===== src/rtl/cpu_step_ctrl_pkg.sv =====
// Shared state encoding for the CPU step/run sequencer.
package cpu_ctrl_pkg;

   localparam int unsigned StateW = 3;

   typedef enum logic [StateW-1:0] {
      StRstHold  = 3'd0,
      StStepWait = 3'd1,
      StStepFire = 3'd2,
      StRun      = 3'd3,
      StHalted   = 3'd4
   } state_e;

endpackage


===== src/rtl/cpu_step_ctrl_if.sv =====
// Switch/CPU-side signal bundle for cpu_step_ctrl; slave side is the sequencer.
interface cpu_step_ctrl_if #(
   parameter int unsigned CNT_W = 16
);
   import cpu_ctrl_pkg::*;

   logic              sw_step;
   logic              sw_mode;
   logic              halt_req;
   logic              cpu_ce;
   logic              cpu_rst;
   logic              halted;
   logic [StateW-1:0] state_o;
   logic [CNT_W-1:0]  step_count;

   modport master (
      output sw_step, sw_mode, halt_req,
      input  cpu_ce, cpu_rst, halted, state_o, step_count
   );

   modport slave (
      input  sw_step, sw_mode, halt_req,
      output cpu_ce, cpu_rst, halted, state_o, step_count
   );

endinterface


===== src/rtl/sw_debounce.sv =====
// Two-flop synchronizer followed by a counting debouncer; the stable value
// flips only after DEBOUNCE_CYCLES consecutive differing samples.
module sw_debounce #(
   parameter int unsigned DEBOUNCE_CYCLES = 16
) (
   input  logic clk,
   input  logic rst,
   input  logic din,
   output logic stable
);

   localparam int unsigned CntW = $clog2(DEBOUNCE_CYCLES + 1);

   logic            sync1_q, sync2_q;
   logic            stable_q, stable_d;
   logic [CntW-1:0] cnt_q, cnt_d;

   always_comb begin
      cnt_d    = '0;
      stable_d = stable_q;
      if (sync2_q != stable_q) begin
         // Counter would reach DEBOUNCE_CYCLES on this edge: flip and clear.
         if (cnt_q == CntW'(DEBOUNCE_CYCLES - 1)) begin
            stable_d = sync2_q;
         end else begin
            cnt_d = cnt_q + 1'b1;
         end
      end
   end

   always_ff @(posedge clk or posedge rst) begin
      if (rst) begin
         sync1_q  <= 1'b0;
         sync2_q  <= 1'b0;
         stable_q <= 1'b0;
         cnt_q    <= '0;
      end else begin
         sync1_q  <= din;
         sync2_q  <= sync1_q;
         stable_q <= stable_d;
         cnt_q    <= cnt_d;
      end
   end

   assign stable = stable_q;

endmodule


===== src/rtl/cpu_step_ctrl.sv =====
// CPU clock-enable/reset sequencer: reset hold, single-step, divided free-run
// and halt. Optional saturating step counter built when STEP_COUNT_EN is defined.
module cpu_step_ctrl
   import cpu_ctrl_pkg::*;
#(
   parameter int unsigned DEBOUNCE_CYCLES = 16,
   parameter int unsigned RUN_DIV         = 4,
   parameter int unsigned RST_CYCLES      = 4,
   parameter int unsigned CNT_W           = 16
) (
   input logic            board_clk,
   input logic            reset,
   cpu_step_ctrl_if.slave bus
);

   localparam int unsigned DivW = (RUN_DIV > 1) ? $clog2(RUN_DIV) : 1;
   localparam int unsigned RstW = (RST_CYCLES > 1) ? $clog2(RST_CYCLES) : 1;

   logic            step_stable, step_stable_q, mode_stable, step_edge;
   state_e          state_q, state_d;
   logic [DivW-1:0] div_q, div_d;
   logic [RstW-1:0] rst_cnt_q, rst_cnt_d;
   logic            cpu_ce_q, cpu_ce_d;
   logic            cpu_rst_q, cpu_rst_d;
   logic            halted_q, halted_d;

   sw_debounce #(
      .DEBOUNCE_CYCLES(DEBOUNCE_CYCLES)
   ) u_step_db (
      .clk    (board_clk),
      .rst    (reset),
      .din    (bus.sw_step),
      .stable (step_stable)
   );

   sw_debounce #(
      .DEBOUNCE_CYCLES(DEBOUNCE_CYCLES)
   ) u_mode_db (
      .clk    (board_clk),
      .rst    (reset),
      .din    (bus.sw_mode),
      .stable (mode_stable)
   );

   assign step_edge = step_stable & ~step_stable_q;

   always_comb begin
      state_d   = state_q;
      rst_cnt_d = rst_cnt_q;
      div_d     = '0;
      // halt_req is only meaningful while the CPU is actually executing a cycle
      if (cpu_ce_q && bus.halt_req) begin
         state_d = StHalted;
      end else begin
         case (state_q)
            StRstHold: begin
               if (rst_cnt_q == RstW'(RST_CYCLES - 1)) begin
                  state_d = mode_stable ? StRun : StStepWait;
               end else begin
                  rst_cnt_d = rst_cnt_q + 1'b1;
               end
            end
            StStepWait: begin
               if (mode_stable) begin
                  state_d = StRun;
               end else if (step_edge) begin
                  state_d = StStepFire;
               end
            end
            StStepFire: begin
               state_d = mode_stable ? StRun : StStepWait;
            end
            StRun: begin
               if (!mode_stable) begin
                  state_d = StStepWait;
               end else begin
                  div_d = (div_q == DivW'(RUN_DIV - 1)) ? '0 : div_q + 1'b1;
               end
            end
            StHalted: begin
               state_d = StHalted;
            end
            default: begin
               state_d = StRstHold;
            end
         endcase
      end
   end

   // Outputs are registered from the next state so they align with state_o.
   always_comb begin
      cpu_ce_d  = (state_d == StStepFire) ||
                  ((state_q == StRun) && (state_d == StRun) &&
                   (div_q == DivW'(RUN_DIV - 1)));
      cpu_rst_d = (state_d == StRstHold);
      halted_d  = (state_d == StHalted);
   end

   always_ff @(posedge board_clk or posedge reset) begin
      if (reset) begin
         state_q       <= StRstHold;
         rst_cnt_q     <= '0;
         div_q         <= '0;
         step_stable_q <= 1'b0;
         cpu_ce_q      <= 1'b0;
         cpu_rst_q     <= 1'b1;
         halted_q      <= 1'b0;
      end else begin
         state_q       <= state_d;
         rst_cnt_q     <= rst_cnt_d;
         div_q         <= div_d;
         step_stable_q <= step_stable;
         cpu_ce_q      <= cpu_ce_d;
         cpu_rst_q     <= cpu_rst_d;
         halted_q      <= halted_d;
      end
   end

   assign bus.cpu_ce  = cpu_ce_q;
   assign bus.cpu_rst = cpu_rst_q;
   assign bus.halted  = halted_q;
   assign bus.state_o = state_q;

`ifdef STEP_COUNT_EN
   logic [CNT_W-1:0] step_cnt_q;

   always_ff @(posedge board_clk or posedge reset) begin
      if (reset) begin
         step_cnt_q <= '0;
      end else if (cpu_ce_q && (step_cnt_q != {CNT_W{1'b1}})) begin
         step_cnt_q <= step_cnt_q + 1'b1;
      end
   end

   assign bus.step_count = step_cnt_q;
`else
   assign bus.step_count = '0;
`endif

endmodule


===== src/flat_wrapper.sv =====
// flat-port wrapper written by rule: the top's interface ports become plain ports
module cpu_step_ctrl_flat import cpu_ctrl_pkg::*;
#(
   parameter int unsigned DEBOUNCE_CYCLES = 16,
   parameter int unsigned RUN_DIV         = 4,
   parameter int unsigned RST_CYCLES      = 4,
   parameter int unsigned CNT_W           = 16
)
  (board_clk, reset, bus_sw_step, bus_sw_mode, bus_halt_req, bus_cpu_ce, bus_cpu_rst, bus_halted, bus_state_o, bus_step_count);
  cpu_step_ctrl_if #(.CNT_W(CNT_W)) bus_i ();
  input logic board_clk;
  input logic reset;
  input wire logic [$bits(bus_i.sw_step)-1:0] bus_sw_step;
  input wire logic [$bits(bus_i.sw_mode)-1:0] bus_sw_mode;
  input wire logic [$bits(bus_i.halt_req)-1:0] bus_halt_req;
  output wire logic [$bits(bus_i.cpu_ce)-1:0] bus_cpu_ce;
  output wire logic [$bits(bus_i.cpu_rst)-1:0] bus_cpu_rst;
  output wire logic [$bits(bus_i.halted)-1:0] bus_halted;
  output wire logic [$bits(bus_i.state_o)-1:0] bus_state_o;
  output wire logic [$bits(bus_i.step_count)-1:0] bus_step_count;
  assign bus_i.sw_step = bus_sw_step;
  assign bus_i.sw_mode = bus_sw_mode;
  assign bus_i.halt_req = bus_halt_req;
  assign bus_cpu_ce = bus_i.cpu_ce;
  assign bus_cpu_rst = bus_i.cpu_rst;
  assign bus_halted = bus_i.halted;
  assign bus_state_o = bus_i.state_o;
  assign bus_step_count = bus_i.step_count;
  cpu_step_ctrl #(.DEBOUNCE_CYCLES(DEBOUNCE_CYCLES), .RUN_DIV(RUN_DIV), .RST_CYCLES(RST_CYCLES), .CNT_W(CNT_W)) u_core (.board_clk(board_clk), .reset(reset), .bus(bus_i));
endmodule

===== config.mk =====
export PLATFORM = sky130hd
export DESIGN_NAME = cpu_step_ctrl_flat
export DESIGN_NICKNAME = d
export VERILOG_FILES = /design/src/rtl/cpu_step_ctrl_pkg.sv /design/src/rtl/cpu_step_ctrl_if.sv /design/src/rtl/sw_debounce.sv /design/src/rtl/cpu_step_ctrl.sv /design/src/flat_wrapper.sv
export SDC_FILE = /design/constraint.sdc
export NUM_CORES = 1
export LEC_CHECK = 0
export ABC_CLOCK_PERIOD_IN_PS = 1600
export CORE_ASPECT_RATIO = 0.7
export CORE_MARGIN = 4
export CORE_UTILIZATION = 48
export CTS_CLUSTER_SIZE = 8
export DETAILED_ROUTE_END_ITERATION = 10
export HOLD_SLACK_MARGIN = 0.05
export PLACE_DENSITY = 0.79
export SLEW_MARGIN = 20
export SYNTH_ARGS = -nofsm -noshare
export SYNTH_HDL_FRONTEND = slang
export SYNTH_SLANG_ARGS = --single-unit
export TNS_END_PERCENT = 5

===== constraint.sdc =====
create_clock -name board_clk -period 1.6 [get_ports board_clk]
set_clock_uncertainty 0.15 [all_clocks]
set_input_delay 0.24 -clock board_clk [delete_from_list [all_inputs] [get_ports board_clk]]
set_output_delay 0.24 -clock board_clk [all_outputs]
set_load 0.02 [all_outputs]

# --- Word level (Yosys, flattened, before mapping) ---
# Index checks and enable logic that the tools add are counted.
word_totals:
  word_cells: 60
  input_bits: 5
  latch_bits: 0
  memories: 0
  output_inout_bits: 22
  ramBits: 0
  rom_bits: 0
  ff_bits: 27
op_classes:
  muxes: 15
  multipliers: 0
  bitwise: 4
  shifts: 0
  add_sub_neg: 4
  n_div: 0
  n_eq_ne: 13
  n_reduce_logical: 9
  n_lt_le_gt_ge: 0
ops:
  columns: ["operator", "count"]
  rows:
  - ["5-bit two-way mux", 4]
  - ["3-bit two-way mux", 5]
  - ["3-bit one-hot mux with 5 select lines", 1]
  - ["3-bit by 2-bit equality test with 1-bit output (second input constant)", 4]
  - ["5-bit by 1-bit adder with 5-bit output (second input constant)", 2]
  - ["5-bit by 4-bit equality test with 1-bit output (second input constant)", 2]
  - ["2-bit two-way mux", 5]
  - ["3-bit equality test (second input constant)", 2]
  - ["3-bit logical NOT", 2]
  - ["2-bit by 1-bit adder with 2-bit output (second input constant)", 2]
  - ["2-bit equality test (second input constant)", 2]
  - ["2-bit AND reduction", 2]
  - ["3-bit by 1-bit equality test with 1-bit output (second input constant)", 1]
  - ["1-bit logical AND", 3]
  - ["1-bit inverter", 3]
  - ["3-bit AND reduction", 1]
  - ["1-bit inequality test", 2]
  - ["1-bit bitwise AND", 1]
  - ["1-bit logical OR", 1]

# --- Longest topological paths before layout ---
logic_depth:
  ltp_word: 10
  ltp_mapped: 4
  depth_no_buf: 4

# --- By module ---
# Synthesis repeated with hierarchy kept, for this count alone.
hier_totals:
  hier_cells: 104
  hier_area_um2: 1206.2
by_module_without_submodules:
  columns: ["mod", "area_per_inst_um2", "instances", "seq_area_each_um2", "cells_each"]
  rows:
  - ["sw_debounce", 307.8, 2, 200.2, 24]
  - ["cpu_step_ctrl", 590.6, 1, 276.5, 56]

# --- Least setup slack after synthesis ---
# Ideal clock, no wire load.
synth_timing:
  path_type: "register to register"
  startpoint: "reg u_core.state_q[1], in the netlist u_core.bus.state_o[1]"
  endpoint: "reg u_core.rst_cnt_q[1]"
  stages_incl_launch_ff: 4
  arrival_time_ns: 1.154
  required_ns: 1.325
  period_less_slack_ns: 1.429
  path_slack_ns: 0.171
  path_buffers: 0
  setup_ns: 0.125
  path_cell_list: "dfrtp_1 nor3_4 nand2_2 mux2_4"
synth_between:
  elab_chain_len: 2
synth_rtl:
  columns: ["element", "line", "rtl"]
  rows:
  - ["start, declared", "cpu_step_ctrl.sv:20", "state_e state_q, state_d;"]
  - ["start signal, assigned", "cpu_step_ctrl.sv:101", "state_q <= StRstHold;"]
  - ["start signal, assigned", "cpu_step_ctrl.sv:109", "state_q <= state_d;"]
  - ["3-bit logical NOT", "cpu_step_ctrl.sv:55", "case (state_q)"]
  - ["3-bit AND reduction (no source line)", null, null]
  - ["end signal, assigned", "cpu_step_ctrl.sv:110", "rst_cnt_q <= rst_cnt_d;"]
  - ["end, declared", "cpu_step_ctrl.sv:22", "logic [RstW-1:0] rst_cnt_q, rst_cnt_d;"]
# Every way passes these cells.
# A chain may end at the register's enable or synchronous reset.

# --- Worst setup path after layout ---
layout_timing:
  startpoint: "reg u_core.cpu_rst_q, in the netlist u_core.bus.cpu_rst"
  endpoint: "out bus_cpu_rst"
layout_lines:
  columns: ["element", "line", "rtl"]
  rows:
  - ["start, declared", "cpu_step_ctrl.sv:24", "logic cpu_rst_q, cpu_rst_d;"]
  - ["start signal, assigned", "cpu_step_ctrl.sv:114", "cpu_rst_q <= cpu_rst_d;"]
  - ["end, declared", "flat_wrapper.sv:17", "output wire logic [$bits(bus_i.cpu_rst)-1:0] bus_cpu_rst;"]
# No word-level cell between the ends.

==> results.cfg <==
[clock_network]
clockBufferDepth = 2
cts-htree-levels = 1
post_cts_buffers = 0
clk_pin_slew_worst_paths_ns = 0.13
clock-sinks = 27
cts_tree = yes
clock_latency_ns = 0.31
cts_made_buffers = 3
root_buffer = clkbuf_4

[sta]
hold_viol = 0
rsz0062_at_grt = false
period_needed_ns = 1.54
tns_ns = 0
post-route-period-util_pct = 96.2
slew_viol_final = 0
setup_violations = 0
hold_slack_ns = 0.205
max_clock_freq_ghz = 0.650

[critical_path]
cp.arrival_ns = 1.15
crit_fanout = 1
crit_family = flip-flops
cp.required_ns = 1.21
cp_num_buf_inv = 1
rrSetupSlack_ns = 0.08
path_cells = clkdlybuf4s15_1
crit_type = register to primary output
end_kind = primary output
cp_slowest_cell = dfstp_2
cpPeakStageDelay_ns = 0.54
cp-start-kind = register

[finish]
layout-drive-gt1-share_pct = 16.3
num-fill-cells = 185
mostFrequentLayoutCells = 24 x dfrtp_1, 16 x conb_1, 12 x nor2_1
multi_input_area_um2 = 447
area_delta_synth_final_pct = 14.1
final_common_cell = dfrtp_1
antenna_cells = 0
regArea_um2 = 679
nets = 133
stdcell_area_mm2 = 0.00137

[logic_synthesis]
synth-seq-area-share_pct = 56.5
yosys_warnings = 0
synth_seq_cells = 27
avgSynthCellArea_um2 = 11.9
synth.largest_area_cell = dfrtp_1
synthDistinctLibCells = 29
synth.area.top_cells = dfrtp_1 54%, buf_4 10%, xor2_1 4.4%
synth_area_mm2 = 0.00120
synth_top_area_share_pct = 54.3
syn_inst = 101

[global_route]
antenna_found_initial = 0
use_met2_pct = 22.6
use_met1_pct = 16.3
grt_pass1_wl_um = 3330
grt_pass1_vias = 718
grt.met3_usage_pct = 4.77
grt-ovfl-total = 0
grt_usage_pct = 13.1
grt_max_degree = 15
busiest_layer = met2

[power]
p_per_area_mw_per_mm2 = 833
ir_drop_uv = 551
p_leak_nw = 0.732

[run_status]
status = finished clean

[drt]
wirelength_um = 1930
vias = 738
firstDrtPassIters = 4
detail-route-antenna-nets = 0
routedWlPerCell_um = 12.5
via_per_inst = 4.76
drt_iter0_drc = 29
drc = 0

[placement]
dp_hpwl_um = 1610
placed_area_mm2 = 0.00134
io_buffers = 10
gp_congestion = 0.807

[floorplan]
core-area_mm2 = 0.00226
rows = 14
start_util_pct = 53.0
dieArea_mm2 = 0.00337
die_w_um = 67.7
chipHeight_um = 49.8
io_pins = 27

[run]
cap_violations = 0

[hold_path]
hold_path.class = input port to register
-- registers in the layout, summed over array words and instances, names as in the netlist --
register,cells
u_core.u_mode_db.cnt_q,5
u_core.u_step_db.cnt_q,5
u_core.bus.state_o,3
u_core.div_q,2
u_core.rst_cnt_q,2
u_core.bus.cpu_ce,1
u_core.bus.cpu_rst,1
u_core.bus.halted,1
u_core.step_stable_q,1
u_core.u_mode_db.stable,1
u_core.u_mode_db.sync1_q,1
u_core.u_mode_db.sync2_q,1
u_core.u_step_db.stable,1
u_core.u_step_db.sync1_q,1
u_core.u_step_db.sync2_q,1
-- routing by layer --
| metal | part of all wire [%] | up-vias |
|---|---|---|
| li1 | - | 349 |
| met1 | 43 | 367 |
| met2 | 50 | 20 |
| met3 | 6.5 | 2 |
| met4 | 0.36 | 0 |
| met5 | 0 | - |
-- repair_timing --
action                                 4_1_cts  5_1_grt
gates resized for setup                      6        3
pin swaps                                    0        0
hold buffers                                 1        0
setup endpoints to repair                    6        3
endpoints found under the hold margin        4        0
-- cell usage after synthesis --
cell type / number
dfstp_2: 1
a21oi_4: 1
and3_1: 2
a21o_1: 1
nand4_1: 1
a22oi_1: 1
ha_1: 4
a21oi_1: 1
mux2_2: 2
conb_1: 1
and2_1: 3
nor4b_1: 1
inv_1: 3
a22o_1: 2
nand2b_1: 2
a31oi_1: 1
nor2_1: 12
nand3_1: 5
o21ai_0: 2
dfrtp_1: 26
nor3_4: 1
a211oi_1: 1
nand2_1: 1
xor2_1: 6
o21ai_1: 1
mux2_4: 1
nand2_2: 1
buf_4: 16
xnor2_1: 1
-- through the flow --
| stage | setup WS [ns] | instances | util (%) | power [mW] |
|---|---|---|---|---|
| finish | 0.0610 | 155 | 60.5 | 1.14 |
| global route | 0.0147 | 155 | 60.5 | 1.21 |
| CTS | 0.0210 | 155 | 60.4 | 1.16 |
| detailed placement | 0.0189 | 150 | 59.1 | 0.879 |
| global placement | 0.0828 | 150 | 59.1 | 0.869 |
| floorplan | 0.171 | 116 | - | 0.864 |
-- where the power goes --
group | internal [mW] | switching (mW)
clock network | 0.0975 | 0.176
logic | 0.0486 | 0.0793
registers | 0.713 | 0.0246
total | 0.860 | 0.280
-- worst reg2reg max path, cell delays in order (launching register included) --
cell and delay [ns]:
dfrtp_1 0.44, ha_1 0.24, nor3_4 0.19, nand2_2 0.11, mux2_4 0.30
-- path summary, 6_finish.rpt --
kind                                                     from                                  end  cells after the start
max                              u_core.bus.cpu_rst$_DFF_PP1_                          bus_cpu_rst                      1
min                                               bus_sw_step   u_core.u_step_db.sync1_q$_DFF_PP0_                      1
max reg2reg                   u_core.rst_cnt_q[0]$_DFFE_PP0P_      u_core.rst_cnt_q[1]$_DFFE_PP0P_                      4
min reg2reg                u_core.u_step_db.sync1_q$_DFF_PP0_   u_core.u_step_db.sync2_q$_DFF_PP0_                      0
max in group asynchronous                               reset      u_core.bus.state_o[0]$_DFF_PP0_                      4
min in group asynchronous                               reset  u_core.u_step_db.cnt_q[2]$_DFF_PP0_                      3
-- kinds of logic after synthesis --
kind of cell / count (synthesis) / share of synthesized area [%]
AND/OR/NAND/NOR: 29 / 12.9
flip-flops: 27 / 56.5
buffers and inverters: 19 / 11.0
AO/OA/AOI/OAI: 11 / 6.89
XOR/XNOR: 7 / 5.11
adder cells (fa/ha/maj): 4 / 4.18
multiplexers: 3 / 3.13
other: 1 / 0.313
-- cell type report --
type / instances / share of cell area (%)
Sequential cell: 27 / 49.7
Clock buffer: 4 / 1.92
Tap cell: 32 / 2.93
Timing Repair Buffer: 19 / 12.0
Multi-Input combinational cell: 70 / 32.7
Inverter: 3 / 0.823
Power figures use the tool's default switching activity.
